**config.mk**
```make
export PLATFORM = sky130hd
export DESIGN_NAME = mem_port_arbiter
export DESIGN_NICKNAME = d
export VERILOG_FILES = /design/src/rtl/mem_port_arbiter.sv
export SDC_FILE = /design/constraint.sdc
export NUM_CORES = 1
export LEC_CHECK = 0
export ABC_CLOCK_PERIOD_IN_PS = 1800
export CORE_AREA = 2 2 104 106
export CTS_CLUSTER_DIAMETER = 50
export DETAILED_ROUTE_END_ITERATION = 6
export DIE_AREA = 0 0 106 108
export PLACE_DENSITY = 0.67
export SETUP_SLACK_MARGIN = 0.2
export SYNTH_ARGS = -nofsm -noshare
export SYNTH_HDL_FRONTEND = slang
export SYNTH_SLANG_ARGS = --single-unit
```
**constraint.sdc**
```tcl
create_clock -name clk -period 1.8 [get_ports clk]
set_input_delay 0.45 -clock clk [delete_from_list [all_inputs] [get_ports clk]]
set_output_delay 0.45 -clock clk [all_outputs]
set_load 0.005 [all_outputs]
```
**src/rtl/mem_port_arbiter.sv**
```systemverilog
// mem_port_arbiter
// Shares a single-ported 32-bit memory between requester 1 (instruction
// fetch) and requester 2 (load/store unit).
//
// A granted access occupies the memory for MEM_LATENCY cycles (BUSY). The
// read data is then registered and a one-cycle ack goes to the winner (DONE).
// After that the block returns to IDLE, where requests are sampled again.
//
// Build option (macro): ARB_ROUND_ROBIN_EN
//   defined   : on a tie, the requester that did not win the previous grant wins
//   undefined : fixed priority, requester 2 always beats requester 1
//
// Ports:
//   clk, reset                   clock, synchronous active-high reset
//   req1/req2, we1/we2           requests and write enables
//   addr1/addr2, wdata1/wdata2   per-requester address and write data
//   ack1/ack2                    one-cycle completion pulse to the winner
//   rdata                        registered read data, valid with ack
//   selector                     mux select (0 = requester 1, 1 = requester 2)
//   mem_en, mem_we               memory strobe and write enable
//   mem_addr, mem_wdata          muxed address and write data
//   mem_rdata                    memory read data
//   busy                         high whenever the block is not IDLE
module mem_port_arbiter #(
  parameter int MEM_LATENCY = 2  // legal range 1..15
) (
  input  logic        clk,
  input  logic        reset,
  input  logic        req1,
  input  logic        req2,
  input  logic        we1,
  input  logic        we2,
  input  logic [31:0] addr1,
  input  logic [31:0] addr2,
  input  logic [31:0] wdata1,
  input  logic [31:0] wdata2,
  output logic        ack1,
  output logic        ack2,
  output logic [31:0] rdata,
  output logic        selector,
  output logic        mem_en,
  output logic        mem_we,
  output logic [31:0] mem_addr,
  output logic [31:0] mem_wdata,
  input  logic [31:0] mem_rdata,
  output logic        busy
);

  typedef enum logic [1:0] {IDLE, BUSY, DONE} state_t;

  localparam logic [3:0] COUNT_LOAD = 4'(MEM_LATENCY - 1);

  state_t      state_q, state_d;
  logic        selector_q, selector_d;
  logic [3:0]  count_q, count_d;
  logic [31:0] rdata_q, rdata_d;
  logic        ack1_q, ack1_d;
  logic        ack2_q, ack2_d;
  logic        winner;  // 0 = requester 1, 1 = requester 2

`ifdef ARB_ROUND_ROBIN_EN
  // Identity of the last granted requester; resets to requester 2 so the
  // first tie goes to requester 1.
  logic last_q, last_d;

  always_comb begin
    if (req1 && req2) winner = ~last_q;
    else              winner = req2;
  end
`else
  // Fixed priority: a pending load/store always wins.
  always_comb winner = req2;
`endif

  always_comb begin
    state_d    = state_q;
    selector_d = selector_q;
    count_d    = count_q;
    rdata_d    = rdata_q;
    ack1_d     = 1'b0;
    ack2_d     = 1'b0;
`ifdef ARB_ROUND_ROBIN_EN
    last_d     = last_q;
`endif
    case (state_q)
      IDLE: begin
        if (req1 || req2) begin
          state_d    = BUSY;
          selector_d = winner;
          count_d    = COUNT_LOAD;
`ifdef ARB_ROUND_ROBIN_EN
          last_d     = winner;
`endif
        end
      end
      BUSY: begin
        if (count_q == 4'd0) begin
          // Last memory cycle: data is valid now, ack is issued next cycle.
          rdata_d = mem_rdata;
          ack1_d  = ~selector_q;
          ack2_d  = selector_q;
          state_d = DONE;
        end else begin
          count_d = count_q - 4'd1;
        end
      end
      DONE:    state_d = IDLE;  // requests are deliberately ignored here
      default: state_d = IDLE;
    endcase
  end

  always_ff @(posedge clk) begin
    if (reset) begin
      state_q    <= IDLE;
      selector_q <= 1'b0;
      count_q    <= 4'd0;
      rdata_q    <= 32'd0;
      ack1_q     <= 1'b0;
      ack2_q     <= 1'b0;
`ifdef ARB_ROUND_ROBIN_EN
      last_q     <= 1'b1;
`endif
    end else begin
      state_q    <= state_d;
      selector_q <= selector_d;
      count_q    <= count_d;
      rdata_q    <= rdata_d;
      ack1_q     <= ack1_d;
      ack2_q     <= ack2_d;
`ifdef ARB_ROUND_ROBIN_EN
      last_q     <= last_d;
`endif
    end
  end

  // Strobes are decoded straight from the state register. The muxes follow
  // the registered selector in every state.
  assign mem_en    = (state_q == BUSY);
  assign mem_we    = mem_en & (selector_q ? we2 : we1);
  assign mem_addr  = selector_q ? addr2 : addr1;
  assign mem_wdata = selector_q ? wdata2 : wdata1;
  assign busy      = (state_q != IDLE);
  assign selector  = selector_q;
  assign ack1      = ack1_q;
  assign ack2      = ack2_q;
  assign rdata     = rdata_q;

endmodule

```
==> out/qor.yml, run 1 <==
die:
  num_rows: 37
  die_w_microns: 106
  start_util: 0.232
  die_y_microns: 108
  pin_count: 268
  die_area_sq_mm: 0.0114
  design.core.area_sq_mm: 0.0102
synth:
  ys_warn_count: 0
  synth_seq_cells: 41
  synth_common_cells: "mux2_2, dfxtp_1, a21oi_1"
  post-synth-top-count-cell: "mux2_2"
  seq_area_frac_synth: 0.347
  synthTopCellsByArea: "dfxtp_1, mux2_2, a21oi_1, nand3_1, o21ai_0"
  syn-num-nets: 432
  async_reset_ff_frac: 0
  ys.flop_type: "dfxtp_1"
  syn_inst: 264
  syn_avg_cell_area_sq_um: 8.97
  ys_types: 27
  yosys.area.top_type: "dfxtp_1"
  synth.top_cell.area_share: 0.347
  synth_edf_count: 0
  synth_area_sq_mm: 0.00237
clocking:
  clock-sinks: 41
  cts_root_buf: "clkbuf_8"
  ctsHtreeMaxLevel: 2
  cts_made_buffers: 5
  clkTransAtPathRegs_ns: 0.07
  clk_path_buf_depth: 2
  insertion_delay_ns: 0.29
  hold_buffers: 0
  cts_tree: "built"
sta:
  drv_slew: 0
  fin_ws_ns: -0.239
  max_freq_ghz: 0.490
  period_minus_slack_ns: 2.04
  rsz0062_at_grt: "yes"
  fin_crit_sh: 1.13
  slew_headroom: 0.744
  hold_slack_ns: 0.478
  hold_viol: 0
  setup_violations: 56
  fin_skew_ns: 0.00676
  worst_pin_slew_ns: 0.384
global_route:
  overflow: 0
  grt_max_degree: 40
  grt_pass1_vias: 3262
  track_usage: 0.200
  grt_pass1_wl_microns: 18100
  antenna_found_initial: 0
detailed_routing:
  drt-initial-drc-count: 134
  dr.pass1.iters: 4
  drc: 0
  wl_per_cell_microns: 18.5
  finalWirelength_microns: 13100
  routed_via_density: 4.65
  antenna_left: 0
  vias: 3295
power_and_ir_drop:
  leakagePower_nw: 2.92
  powerDensity_mw_per_mm2: 589
  power_mw: 3.66
  ir_drop_mv: 0.515
placed_design:
  gp_congestion: 0.811
  portBuffers: 267
  dp_cells: 654
  place_hpwl_microns: 8980
setup_path:
  required_ns: 1.35
  arrival_ns: 1.59
  start_kind: "flip-flop"
  crit_path_end_kind: "output port"
  path_max_fanout: 6
  critPathKind: "reg -> out"
final_layout:
  fin_nets: 739
  stdcell_count: 708
  drive_gt1_frac: 0.372
  fillCellCount: 859
  antenna_cells: 0
  area_delta_synth_final_pct: 162
outcome:
  status: "finished with violations"
  violations: "setup timing"
min_path:
  hp-class: "reg -> reg"
job:
  cap_violations: 0
==> flip-flops by register name, summed over array words and instances, names as in the netlist <==
register	count
ack2	1
rdata	32
state_q	2
selector	1
count_q	4
ack1	1
==> kinds of logic (layout without fill, tap and decap cells) <==
group,after synthesis,count (layout),share of synthesized area
AO/OA/AOI/OAI,76,76,0.165
adder cells (fa/ha/maj),2,2,0.0106
buffers and inverters,32,340,0.0597
flip-flops,41,41,0.347
multiplexers,65,65,0.309
AND/OR/NAND/NOR,48,48,0.109
==> per-layer routing <==
metal	wire, microns	track usage	part of all wire	vias up
li1	-	-	-	1570
met4	235	0.0479	0.018	0
met1	5010	0.223	0.38	1554
met3	982	0.0633	0.075	20
met5	0	0	0	-
met2	6850	0.372	0.52	151
==> report_power, final <==
part	internal (mW)	total [mW]	leakage, nW	switching, mW
sequential	0.988	1.04	0.338	0.0505
combinational	1.32	2.04	2.54	0.726
clock	0.269	0.581	0.0450	0.312
total	2.57	3.66	2.92	1.09
==> layout by cell type (no fill, tap or decap), types with 3 or more instances in the layout <==
cell type        instances
dlymetal6s2s_1          18
clkbuf_8                 5
dfxtp_1                 33
inv_2                    3
dlygate4sd2_1           15
buf_2                    4
clkbuf_16                3
clkbuf_2                 8
mux2_2                   9
o21ai_0                 23
dfxtp_2                  6
buf_4                   16
clkdlybuf4s50_1        167
buf_6                   84
a21oi_1                 36
o21ai_1                 12
buf_12                   6
nand3_1                 32
mux2_4                  55
nor2_1                   3
==> timing repair <==
| item | 4_1_cts | 5_1_grt |
|---|---|---|
| pin swaps | 0 | 1 |
| gates resized for setup | 322 | 134 |
| buffers inserted | 27 | 14 |
| endpoints found under the setup margin | 83 | 120 |
| gates cloned | 2 | 3 |
==> path summary, 6_finish.rpt <==
check	slack [ns]	end	cells past startpoint	startpoint
max	-0.24	mem_addr[13]	6	selector
min	0.48	rdata[20]	2	rdata[20]
min reg2reg	0.48	rdata[20]	2	rdata[20]
max reg2reg	0.26	rdata[21]	6	count_q[0]
==> layout make-up <==
type,instances,area [sq um],area share
Sequential cell,41,836,0.134
Multi-Input combinational cell,191,1660,0.267
Clock inverter,2,10.0,0.00161
Timing Repair Buffer,326,3440,0.554
Inverter,6,22.5,0.00362
Tap cell,136,170,0.0274
Clock buffer,6,72.6,0.0117
==> metrics by stage <==
| step | worst slack (ns) | TNS (ns) | utilization | area [sq um] |
|---|---|---|---|---|
| after global placement | -0.304 | -14.01 | 0.510 | 5220 |
| after detailed placement | -0.306 | -14.41 | 0.510 | 5220 |
| after floorplan | 0.204 | 0 | - | 2380 |
| final | -0.239 | -6.13 | 0.608 | 6220 |
| after CTS | -0.346 | -7.91 | 0.560 | 5730 |
| after global routing | -0.297 | -9.40 | 0.608 | 6220 |
==> critical path, stage by stage (launching register included) <==
cell and delay (ns):
dfxtp_4 0.38, buf_12 0.13, buf_16 0.13, buf_8 0.13, buf_6 0.11, mux2_4 0.30
buf_6 0.12
Note: power is estimated with default switching activity, not from simulation.
==> inputs of run 2 (changes only) <==
--- a/config.mk
+++ b/config.mk
@@ -5,12 +5,13 @@
 export SDC_FILE = /design/constraint.sdc
 export NUM_CORES = 1
 export LEC_CHECK = 0
-export ABC_CLOCK_PERIOD_IN_PS = 1800
+export ABC_CLOCK_PERIOD_IN_PS = 1700
 export CORE_AREA = 2 2 104 106
 export CTS_CLUSTER_DIAMETER = 50
 export DETAILED_ROUTE_END_ITERATION = 6
 export DIE_AREA = 0 0 106 108
-export PLACE_DENSITY = 0.67
+export PLACE_DENSITY = 0.69
+export RECOVER_POWER = 25
 export SETUP_SLACK_MARGIN = 0.2
 export SYNTH_ARGS = -nofsm -noshare
 export SYNTH_HDL_FRONTEND = slang
==> constraint.sdc (replaced) <==
create_clock -name clk -period 1.7 [get_ports clk]
set_input_delay 0.425 -clock clk [delete_from_list [all_inputs] [get_ports clk]]
set_output_delay 0.425 -clock clk [all_outputs]
set_load 0.005 [all_outputs]
==> run 2 against run 1 <==
  * The run still ends with setup timing left
  * Sequential power rose by 7%
  * Worst hold slack worse by 0.022 ns
  * Utilization grew 3.7 points
  * Sequential share of layout area decreased by 0.82 points
  * Combinational power is 27% higher
  * Wire length grew 12%
  * Critical path depth unchanged
  * Global-route usage rose by 2.9 points
  * Via count rose by 5.4%
  * Die area stayed put
  * Critical path type unchanged
  * Critical endpoint is now mem_addr[6]
==> out/qor.yml, run 2 (synthesis gave the netlist of run 1 again) <==
sta:
  worst_pin_slew_ns: 0.383  # was 0.384 ns
  fin_ws_ns: -0.328  # was -0.239 ns
  hold_slack_ns: 0.457  # was 0.478 ns
  fin_skew_ns: 0.00606  # was 0.00676 ns
  hold_viol: 0  # unchanged
  period_minus_slack_ns: 2.03
  setup_violations: 64  # was 56
  slew_headroom: 0.745  # was 0.744
  drv_slew: 0  # unchanged
  fin_crit_sh: 1.19
  max_freq_ghz: 0.493
  rsz0062_at_grt: "yes"  # unchanged
setup_path:
  required_ns: 1.27  # was 1.35 ns
  crit_path_end_kind: "output port"  # unchanged
  path_max_fanout: 7  # was 6
  start_kind: "flip-flop"  # unchanged
  arrival_ns: 1.60  # was 1.59 ns
  critPathKind: "reg -> out"  # unchanged
global_route:
  grt_pass1_vias: 3478  # was 3262
  overflow: 0  # unchanged
  grt_max_degree: 40  # unchanged
  track_usage: 0.230  # was 0.200
  grt_pass1_wl_microns: 20200  # was 18100 microns
  antenna_found_initial: 0  # unchanged
clocking:
  ctsHtreeMaxLevel: 2  # unchanged
  cts_root_buf: "clkbuf_8"  # unchanged
  clkTransAtPathRegs_ns: 0.08  # was 0.07 ns
  clock-sinks: 41  # unchanged
  cts_made_buffers: 5  # unchanged
  hold_buffers: 0  # unchanged
  clk_path_buf_depth: 2  # unchanged
  cts_tree: "built"  # unchanged
  insertion_delay_ns: 0.29  # about the same
die:
  num_rows: 37  # unchanged
  die_w_microns: 106  # unchanged
  die_area_sq_mm: 0.0114  # unchanged
  die_y_microns: 108  # unchanged
  design.core.area_sq_mm: 0.0102  # unchanged
  start_util: 0.232  # unchanged
  pin_count: 268  # unchanged
power_and_ir_drop:
  seq_power_share: 0.255  # was 0.284
  pwr-share-comb: 0.596  # was 0.558
  leakagePower_nw: 2.87  # was 2.92 nW
  power_mw: 4.35  # was 3.66 mW
  switching_share: 0.315  # was 0.297
  intPower_mw: 2.98  # was 2.57 mW
  powerDensity_mw_per_mm2: 660  # was 589 mW/mm^2
  pwr-share-clk: 0.149  # was 0.159
  netSwitchingPower_mw: 1.37  # was 1.09 mW
  ir_drop_mv: 0.382  # was 0.515 mV
detailed_routing:
  antenna_left: 0  # unchanged
  vias: 3472  # was 3295
  dr.pass1.iters: 4  # unchanged
  wl_per_cell_microns: 20.2  # was 18.5 microns
  finalWirelength_microns: 14600  # was 13100 microns
  drc: 0  # unchanged
  drt-initial-drc-count: 163  # was 134
  routed_via_density: 4.81  # was 4.65
placed_design:
  place_hpwl_microns: 9200  # was 8980 microns
  gp_congestion: 0.884  # was 0.811
  dp_worst_setup_slack_ns: -0.348  # was -0.306 ns
  portBuffers: 267  # unchanged
  dpl_cell_area_sq_mm: 0.00522  # about the same
final_layout:
  largest_register_ffs: 32  # unchanged
  drive_gt1_frac: 0.461  # was 0.372
  fin_nets: 754  # was 739
  final_common_cell: "clkdlybuf4s50_1"  # unchanged
  fin_area_sq_mm: 0.00660  # was 0.00622 sq mm
  antenna_cells: 0  # unchanged
  final_cell_mix: "clkdlybuf4s50_1, buf_6, mux2_4, dfxtp_1, dlygate4sd2_1"  # was clkdlybuf4s50_1, buf_6, mux2_4, a21oi_1, dfxtp_1
  area_delta_synth_final_pct: 179  # was 162%
outcome:
  violations: "setup timing"  # unchanged
  status: "finished with violations"  # unchanged
min_path:
  hp-class: "reg -> reg"  # unchanged
job:
  cap_violations: 0  # unchanged
run 2: worst paths after layout:
kind | startpoint | end | slack (ns) | cells past startpoint
min | rdata[10] | rdata[10] | 0.46 | 2
max reg2reg | count_q[0] | rdata[2] | 0.11 | 7
min reg2reg | rdata[10] | rdata[10] | 0.46 | 2
max | selector | mem_addr[6] | -0.33 | 6
run 2: area by class of cell:
| cell class | instances | area, sq um |
|---|---|---|
| well taps | 136 | 170 |
| multi-input cells | 191 | 1870 |
| repair buffers | 341 | 3610 |
| fillers | 819 | 3630 |
| inverters | 6 | 22.5 |
| clock buffers | 7 | 86.3 |
| flip-flops and latches | 41 | 833 |
run 2: power by group through the flow:
stage	registers, mW	clock network [mW]	logic [mW]
2_1_floorplan	1.11	0	0.618
3_3_place_gp	1.11	0	1.66
3_5_place_dp	1.11	0	1.68
4_1_cts	1.10	0.665	2.22
5_1_grt	1.12	0.706	2.73
6_report	1.11	0.649	2.59
run 2: what timing repair did:
action                                  CTS  global route
buffers inserted                         34            21
pin swaps                                15            27
gates cloned                              8             2
endpoints found under the setup margin  137           102
gates resized for setup                 380           156
hold endpoints to repair                  0             0
run 2: per-layer routing:
| metal | wire length [microns] | global-route usage | share of wire |
|---|---|---|---|
| met5 | 0 | 0 | 0 |
| met4 | 251 | 0.0573 | 0.017 |
| met3 | 1320 | 0.0784 | 0.090 |
| met2 | 7060 | 0.384 | 0.48 |
| met1 | 5980 | 0.285 | 0.41 |
run 2: worst max-delay path, cell delays in order (launching register included):
cell	delay, ns
dfxtp_4	0.39
buf_6	0.13
buf_12	0.12
buf_16	0.14
buf_6	0.12
mux2_4	0.30
buf_6	0.12
run 2: through the flow:
step                       util  TNS (ns)  std cells
after global placement    0.510    -18.17        650
after floorplan               -         0        264
after global routing      0.645    -15.00        722
after detailed placement  0.510    -18.56        650
after CTS                 0.593    -15.54        699
final                     0.645    -11.99        722
